==> config.mk <==
export PLATFORM = sky130hd
export DESIGN_NAME = alu_issue_queue
export DESIGN_NICKNAME = d
export VERILOG_FILES = /design/src/rtl/alu_pkg.sv /design/src/rtl/alu_iw_fifo.sv /design/src/rtl/alu_issue_queue.sv
export SDC_FILE = /design/constraint.sdc
export NUM_CORES = 1
export LEC_CHECK = 0
export BUFFER_PORTS_ARGS = -buffer_cell sky130_fd_sc_hd__buf_2
export CAP_MARGIN = 10
export CORE_UTILIZATION = 23
export DETAILED_ROUTE_END_ITERATION = 16
export GPL_TIMING_DRIVEN = 0
export SYNTH_ARGS = -nofsm -noshare
export SYNTH_HDL_FRONTEND = slang
export SYNTH_HIERARCHICAL = 1
export SYNTH_SLANG_ARGS = --single-unit
==> constraint.sdc <==
create_clock -name clk -period 2.88 [get_ports clk]
set_input_delay 0.144 -clock clk [delete_from_list [all_inputs] [get_ports clk]]
set_output_delay 0.144 -clock clk [all_outputs]
set_load 0.01 [all_outputs]
==> src/rtl/alu_pkg.sv <==
// Shared definitions for the alu issue path: instruction-word layout,
// field offsets and a readable opcode type for waveforms.
package alu_pkg;

    localparam int DATA_W    = 32;
    localparam int OPCODE_W  = 3;
    localparam int IW_W      = 2 * DATA_W + OPCODE_W + 1;

    // Bit offsets of each field inside the packed instruction word
    localparam int IW_B_LSB  = 0;
    localparam int IW_A_LSB  = DATA_W;
    localparam int IW_DT_BIT = 2 * DATA_W;
    localparam int IW_OP_LSB = 2 * DATA_W + 1;

    // The queue never decodes opcodes; names exist only to make traces readable
    typedef enum logic [OPCODE_W-1:0] {
        OPC_0 = 3'd0,
        OPC_1 = 3'd1,
        OPC_2 = 3'd2,
        OPC_3 = 3'd3,
        OPC_4 = 3'd4,
        OPC_5 = 3'd5,
        OPC_6 = 3'd6,
        OPC_7 = 3'd7
    } alu_opcode_e;

    typedef struct packed {
        logic [OPCODE_W-1:0] opcode;
        logic                data_type;
        logic [DATA_W-1:0]   operand_a;
        logic [DATA_W-1:0]   operand_b;
    } alu_iw_t;

endpackage

==> src/rtl/alu_iw_fifo.sv <==
// Generic circular FIFO of DEPTH instruction words. The occupancy counter
// separates full from empty, so the pointers can wrap freely.
// DEPTH must be a power of two so the pointers wrap by plain overflow.
// The head output reads as all-zero whenever the FIFO is empty.
module alu_iw_fifo #(
    parameter int DEPTH = 4,
    parameter int WIDTH = 68
) (
    input  logic                     clk,
    input  logic                     rst_n,
    input  logic                     push,
    input  logic [WIDTH-1:0]         push_data,
    input  logic                     pop,
    output logic [WIDTH-1:0]         head,
    output logic [$clog2(DEPTH):0]   occupancy,
    output logic                     full,
    output logic                     empty
);

    localparam int PTR_W = $clog2(DEPTH);
    localparam int CNT_W = PTR_W + 1;
    localparam logic [PTR_W-1:0] PTR_ONE  = {{(PTR_W-1){1'b0}}, 1'b1};
    localparam logic [CNT_W-1:0] CNT_ONE  = {{(CNT_W-1){1'b0}}, 1'b1};
    localparam logic [CNT_W-1:0] CNT_FULL = CNT_W'(DEPTH);

    logic [WIDTH-1:0] mem_r [DEPTH];
    logic [PTR_W-1:0] wr_ptr_r;
    logic [PTR_W-1:0] rd_ptr_r;
    logic [CNT_W-1:0] count_r;
    logic [CNT_W-1:0] count_nxt_s;
    logic             full_r;
    logic             empty_r;
    logic             push_ok_s;
    logic             pop_ok_s;

    assign push_ok_s = push & ~full_r;
    assign pop_ok_s  = pop & ~empty_r;

    // Next occupancy: a simultaneous push and pop leaves it unchanged
    always_comb begin
        count_nxt_s = count_r;
        case ({push_ok_s, pop_ok_s})
            2'b10:   count_nxt_s = count_r + CNT_ONE;
            2'b01:   count_nxt_s = count_r - CNT_ONE;
            default: count_nxt_s = count_r;
        endcase
    end

    // Entry storage, written at the write pointer on an accepted push
    always_ff @(posedge clk or negedge rst_n) begin
        if (!rst_n) begin
            for (int i = 0; i < DEPTH; i++) begin
                mem_r[i] <= {WIDTH{1'b0}};
            end
        end else if (push_ok_s) begin
            mem_r[wr_ptr_r] <= push_data;
        end else begin
            mem_r[wr_ptr_r] <= mem_r[wr_ptr_r];
        end
    end

    // Pointers, occupancy and registered full/empty flags
    always_ff @(posedge clk or negedge rst_n) begin
        if (!rst_n) begin
            wr_ptr_r <= {PTR_W{1'b0}};
            rd_ptr_r <= {PTR_W{1'b0}};
            count_r  <= {CNT_W{1'b0}};
            full_r   <= 1'b0;
            empty_r  <= 1'b1;
        end else begin
            wr_ptr_r <= push_ok_s ? (wr_ptr_r + PTR_ONE) : wr_ptr_r;
            rd_ptr_r <= pop_ok_s  ? (rd_ptr_r + PTR_ONE) : rd_ptr_r;
            count_r  <= count_nxt_s;
            full_r   <= (count_nxt_s == CNT_FULL);
            empty_r  <= (count_nxt_s == {CNT_W{1'b0}});
        end
    end

    assign head      = empty_r ? {WIDTH{1'b0}} : mem_r[rd_ptr_r];
    assign occupancy = count_r;
    assign full      = full_r;
    assign empty     = empty_r;

endmodule

==> src/rtl/alu_issue_queue.sv <==
// Issue queue in front of the combinational alu. Instructions are buffered
// in a circular FIFO, and the head is presented on alu_iw. The alu result is
// captured, tagged with its opcode, into a single result register that is
// drained through a valid/ready port.
module alu_issue_queue
    import alu_pkg::*;
#(
    parameter int DEPTH  = 4,
    parameter int DATA_W = 32
) (
    input  logic                          clk,
    input  logic                          rst_n,
    input  logic                          in_valid,
    output logic                          in_ready,
    input  logic [OPCODE_W-1:0]           in_opcode,
    input  logic                          in_data_type,
    input  logic [DATA_W-1:0]             in_operand_a,
    input  logic [DATA_W-1:0]             in_operand_b,
    output logic [2*DATA_W+OPCODE_W:0]    alu_iw,
    input  logic [DATA_W-1:0]             alu_out,
    output logic                          res_valid,
    input  logic                          res_ready,
    output logic [DATA_W-1:0]             res_data,
    output logic [OPCODE_W-1:0]           res_opcode,
    output logic [$clog2(DEPTH):0]        occupancy
);

    localparam int IW_LEN = 2 * DATA_W + OPCODE_W + 1;

    logic [IW_LEN-1:0] push_iw_s;
    logic [IW_LEN-1:0] head_iw_s;
    logic              fifo_full_s;
    logic              fifo_empty_s;
    logic              push_s;
    logic              capture_s;

    logic              res_valid_r;
    logic [DATA_W-1:0] res_data_r;
    alu_opcode_e       res_opcode_r;

    assign push_iw_s = {in_opcode, in_data_type, in_operand_a, in_operand_b};

    // Ready comes from the registered full flag only, so a pop in the same
    // cycle never lets a push through when the queue is full.
    assign in_ready  = ~fifo_full_s;
    assign push_s    = in_valid & ~fifo_full_s;

    // The head is consumed whenever the result register is free or is
    // being drained in this very cycle.
    assign capture_s = ~fifo_empty_s & (~res_valid_r | res_ready);

    alu_iw_fifo #(
        .DEPTH (DEPTH),
        .WIDTH (IW_LEN)
    ) u_fifo (
        .clk       (clk),
        .rst_n     (rst_n),
        .push      (push_s),
        .push_data (push_iw_s),
        .pop       (capture_s),
        .head      (head_iw_s),
        .occupancy (occupancy),
        .full      (fifo_full_s),
        .empty     (fifo_empty_s)
    );

    // The FIFO already zeroes its head when empty
    assign alu_iw = head_iw_s;

    // Result register: capture alu_out on a pop, otherwise drain or hold
    always_ff @(posedge clk or negedge rst_n) begin
        if (!rst_n) begin
            res_valid_r  <= 1'b0;
            res_data_r   <= {DATA_W{1'b0}};
            res_opcode_r <= OPC_0;
        end else if (capture_s) begin
            res_valid_r  <= 1'b1;
            res_data_r   <= alu_out;
            res_opcode_r <= alu_opcode_e'(head_iw_s[IW_LEN-1 -: OPCODE_W]);
        end else if (res_ready && res_valid_r) begin
            res_valid_r  <= 1'b0;
            res_data_r   <= res_data_r;
            res_opcode_r <= res_opcode_r;
        end else begin
            res_valid_r  <= res_valid_r;
            res_data_r   <= res_data_r;
            res_opcode_r <= res_opcode_r;
        end
    end

    assign res_valid  = res_valid_r;
    assign res_data   = res_data_r;
    assign res_opcode = res_opcode_r;

endmodule

# After elaboration in Yosys (flattened, before gate mapping)
# Index checks and enable logic that the tools add are counted.
# word_totals
out_inout_bits,108
in_bits,104
reg_bits,317
# classes
bitwise,10
n_eq_ne,3
muxes,15
n_lt_le_gt_ge,3
n_reduce_logical,4
addsub,4
# op_table
operator,count
272-bit bitwise mux,2
68-bit two-way mux,6
68-bit binary-select mux with 2-bit select,2
272-bit two-way mux,1
68-bit demux with 2-bit select,1
"3-bit >= comparator, second input constant",2
2-bit inverter with 3-bit output,2
3-bit case mux with 2 select lines,1
"2-bit by 1-bit adder with 2-bit output, second input constant",2
1-bit bitwise AND,4
"3-bit by 1-bit adder with 3-bit output, second input constant",1
"3-bit == test, second input constant",1
3-bit logical NOT,1
"3-bit by 1-bit < comparator with 1-bit output, second input constant",1
1-bit inverter,3
"3-bit by 1-bit subtractor with 3-bit output, second input constant",1
"2-bit by 1-bit == test with 1-bit output, second input constant",1
"2-bit == test, second input constant",1
1-bit logical AND,2
1-bit two-way mux,2
2-bit nonzero test,1
1-bit bitwise OR,1

# Logic depth before layout (Yosys ltp)
# depth
depth_word,7
depth_mapped,11
depth_no_buf,8

# By module
# The synthesis kept the hierarchy.
# modules_own_cells
module,n_inst,cells_per_inst,area_per_inst_um2
alu_iw_fifo,1,1596,16418.2
alu_issue_queue,1,80,1367.6

# Worst setup path after synthesis
# OpenSTA, ideal clock, no wires.
# synth_path
path_kind,flip-flop to flip-flop
start,reg u_fifo.full_r (netlist: u_fifo/full)
end,reg u_fifo.count_r[2] (netlist: u_fifo/occupancy[2])
path_stages_with_launch,12
setup_slack_ns,0.251
required_ns,2.753
n_path_buf,3
arrival_time_ns,2.502
path_cell_list,dfrtp_1 > nor2b_1 > nor2b_1 > buf_2 > inv_2 > buf_6 > buf_2 > ha_1 > fa_1 > xnor2_1 > o21a_1 > or2_2
# synth_via
elab_chain_cells,5
elab_cells_between_ends,6
cone_classes,2 x eq/ne; 1 x mux; 3 x bitwise
# synth_lines
item,line_no,text
"start, declared",alu_iw_fifo.sv:31,logic full_r;
"start signal, assigned",alu_iw_fifo.sv:74,full_r <= (count_nxt_s == CNT_FULL);
1-bit inverter *,alu_issue_queue.sv:46,assign push_s = in_valid & ~fifo_full_s;
1-bit bitwise AND *,alu_issue_queue.sv:46,
named net push_s,alu_issue_queue.sv:34,logic push_s;
1-bit bitwise AND *,alu_iw_fifo.sv:36,assign push_ok_s = push & ~full_r;
2-bit by 1-bit == test with 1-bit output / 2-bit == test (equally long branches),alu_iw_fifo.sv:42,"case ({push_ok_s, pop_ok_s})"
3-bit case mux with 2 select lines *,alu_iw_fifo.sv:42,
named net u_fifo.count_nxt_s[2],alu_iw_fifo.sv:30,logic [CNT_W-1:0] count_nxt_s;
"end signal, assigned",alu_iw_fifo.sv:67,count_r <= {CNT_W{1'b0}};
"end signal, assigned",alu_iw_fifo.sv:73,count_r <= count_nxt_s;
"end, declared",alu_iw_fifo.sv:29,logic [CNT_W-1:0] count_r;
# Mark *: on every way through the listed nets, which the timed path passes. The rest lies on a longest branch.
# A chain may end at the register's enable or synchronous reset.

# Worst setup path in the final report
# Same ends and word-level chain as after synthesis.

==> out/qor.yml <==
layout:
  fillers: 7985
  fin_cells: 3024
  nets: 2073
  final_layout_size_suffix_gt1_share_pct: 28.7
  diodes: 0
  final_core_util_pct: 28.7
  area_growth_pct: 23.2
cts:
  htree_num_levels: 2
  clock-sinks: 317
  clk_path_buf_depth: 3
  cts_buffers: 40
  path_clk_slew_ns: 0.06
  cts_tree: "done"
  root_buffer: "clkbuf_16"
  clk_latency_ns: 0.58
die:
  rows: 101
  design.die.area_sq_um: 78400
  ioPinCount: 212
  die_height_um: 280
  core_sq_um: 76200
  die_x_um: 280
  start_util_pct: 23.3
worst_setup_path:
  crit_arrival_ns: 3.25
  cp-endpoint: "u_fifo/occupancy[2]$_DFF_PN0_"
  crit_family: "simple AND/OR/NAND/NOR gates"
  crit_fanout: 19
  reg2reg_from: "u_fifo/full$_DFF_PN0_"
  reg2regPathDepth: 10
  critical_path.endpoint_type: "flop"
  r2r_end: "u_fifo/occupancy[2]$_DFF_PN0_"
  r2r_slack_ns: 0.06
  worst-path-buf-inv: 3
  max_stage_delay_ns: 0.53
  worstSetupPathType: "flop to flop"
  cp_num_cells: 10
  path_cells: "nor2b_4 > nor2b_1 > buf_2 > inv_2 > buf_6 > ha_1 > fa_1 > xnor2_1 > o21a_1 > or2_2"
  slowest_stage: "dfrtp_4"
  cp-start-kind: "flop"
  critPathLaunch: "u_fifo/full$_DFF_PN0_"
  worstPathRequired_ns: 3.32
sta:
  finalCritPeriodShare_pct: 97.8
  post-route-min-period_ns: 2.82
  drv_slew: 0
  skew_ns: 0.0372
  hold_ws_ns: 0.0533
  maxSlewHeadroom_pct: 32.1
  rsz0062_at_grt: "true"
  clock.fmax_ghz: 0.355
  tightestPinTransition_ns: 1.02
  setup_viol: 0
  finalHoldViolations: 0
global_route:
  grt_overflow_total: 0
  first_global_vias: 15418
  antenna_found_initial: 3
  grt_pass1_wl_um: 100000
  grt_util_all_layers_pct: 16.8
  grt_max_degree: 101
yosys:
  synth_top_area_share_pct: 44.5
  synth_edf_count: 0
  ys.flop_type: "dfrtp_1"
  yosysTopAreaCell: "dfrtp_1"
  synth_cell_types: 40
  synth_seq_cells: 317
  synth_async_sr_flop_share_pct: 100
  yosysSeqAreaShare_pct: 44.6
  synthesis.nets: 1786
  synth.most_common_cell: "dfrtp_1"
  ys_warn_count: 6
  synth_area_per_cell_sq_um: 10.6
  syn_area_sq_um: 17800
  synth.area.top_cells: "dfrtp_1 44%, mux2_2 8.7%, mux4_2 8.6%, a31oi_1 5.9%, o31ai_1 5.7%"
  yosys-top-cells-count: "316 x dfrtp_1, 169 x a31oi_1, 139 x inv_1"
  synthCells: 1676
place:
  place_inst: 2920
  dpl.hpwl_um: 45900
  place.port_buffers: 211
  gp_congestion: 0.821
hold_path:
  holdCritPathClass: "input pin to flop"
routing:
  dr.pass1.iters: 5
  via_per_inst: 5.09
  dr.first_iter.drc_count: 1765
  routedWlPerCell_um: 22.2
  final_antenna_net_count: 0
  via_count: 15402
  drt_wl_total_um: 67100
  drc: 0
power_and_ir_drop:
  cell_internal_pwr_mw: 16.6
  comb_power_share_pct: 56.4
  share_seq_of_total_power_pct: 27.3
  ir_worst_vdd_v: 0.000661
  power_density_nw_per_um2: 1370
  pwr-share-clk_pct: 16.3
  switchingPower_mw: 13.5
  p_leak_nw: 9.02
  swShare_pct: 44.9
outcome:
  status: "finished, final reports clean"
job:
  maxCapViolCount: 0
[placed cells by master, fill, tap and decap left out, types with 8 or more instances in the layout]
cell type | synthesis | routed
nand3_1 | 34 | 34
inv_1 | 139 | 139
mux2_2 | 137 | 137
nor3b_1 | 35 | 35
and3b_1 | 34 | 34
o22ai_1 | 136 | 136
nor2b_1 | 71 | 69
nor2_1 | 137 | 137
dlygate4sd3_1 | 0 | 34
dfrtp_1 | 316 | 315
buf_4 | 8 | 12
buf_6 | 8 | 8
a31o_1 | 28 | 28
clkbuf_1 | 116 | 100
buf_2 | 30 | 239
mux2i_1 | 34 | 34
clkbuf_16 | 0 | 41
mux4_2 | 68 | 68
a31oi_1 | 169 | 169
clkbuf_2 | 1 | 24
o31ai_1 | 136 | 136
[power by group through the flow]
stage,sequential [mW],combinational (mW),clock [mW]
floorplan,7.85,11.2,0
global placement,8.17,16.6,0
detailed placement,8.25,16.7,0
CTS,8.17,16.9,5.02
global route,8.48,18.3,5.24
finish,8.22,17.0,4.92
[timing repair]
action | 4_1_cts | 5_1_grt
gates cloned | 0 | 0
hold buffers | 34 | 0
buffers inserted | 3 | 0
setup endpoints to repair | 309 | 32
hold endpoints to repair | 93 | 0
resized for setup | 28 | 14
[layout make-up]
cell class	count	area, sq um	area share [%]
multi-input combinational	1049	8570	39.1
sequential	317	7940	36.2
timing repair buffer	251	1510	6.90
tap	1030	1290	5.88
clock buffer	61	1160	5.30
buffer	162	776	3.54
inverter	142	536	2.44
clock inverter	12	126	0.577
[worst min-delay path by stage]
stage                           from  cells past startpoint                       endpoint
floorplan                      rst_n                      0        res_data[0]$_DFFE_PN0P_
global placement           res_ready                      2          res_valid$_DFFE_PN0P_
detailed placement             rst_n                      1   u_fifo/mem_r[30]$_DFFE_PN0P_
CTS                  in_operand_b[8]                      4  u_fifo/mem_r[144]$_DFFE_PN0P_
global route         in_operand_b[8]                      4  u_fifo/mem_r[144]$_DFFE_PN0P_
finish              in_operand_b[16]                      4  u_fifo/mem_r[220]$_DFFE_PN0P_
[metrics by stage]
step | instance area (sq um) | setup slack (ns) | power [mW] | TNS (ns)
finish | 21900 | 0.0625 | 30.1 | 0
global route | 21900 | -0.0253 | 32.0 | -0.0253
CTS | 21900 | 0.00709 | 30.1 | 0
detailed placement | 20200 | -1.19 | 25.0 | -147.57
global placement | 20100 | -4.86 | 24.8 | -1672.98
floorplan | 17800 | 0.251 | 19.1 | 0
[state kept, by name (all words and copies together) (netlist names)]
register / count
res_data: 32
res_opcode: 3
res_valid: 1
u_fifo/empty: 1
u_fifo/full: 1
u_fifo/mem_r: 272
u_fifo/occupancy: 3
u_fifo/rd_ptr_r: 2
u_fifo/wr_ptr_r: 2
[worst min-delay path, stage by stage]
cell and delay [ns]:
buf_2 0.07, and3b_1 0.14, a31oi_1 0.08, a31oi_1 0.16
[cell families (layout without fill, tap and decap cells)]
logic type | count (synthesis) | count (layout) | synth area share [%]
fa+ha+maj | 6 | 6 | 0.464
compound gates | 482 | 482 | 18.5
flops | 317 | 317 | 44.6
mux | 240 | 240 | 19.3
buf+inv | 310 | 628 | 7.30
xor+xnor | 5 | 5 | 0.246
simple gates | 316 | 316 | 9.63
[per-layer routing]
layer	wire length (um)	share of wire (%)	vias to the layer above	track usage (%)
li1	-	-	6858	-
met1	27800	41	7771	22.6
met2	31800	47	659	26.9
met3	5520	8.2	114	3.84
met4	1930	2.9	0	4.72
met5	0	0	-	0
No activity file was read; power rests on OpenSTA's default activity.
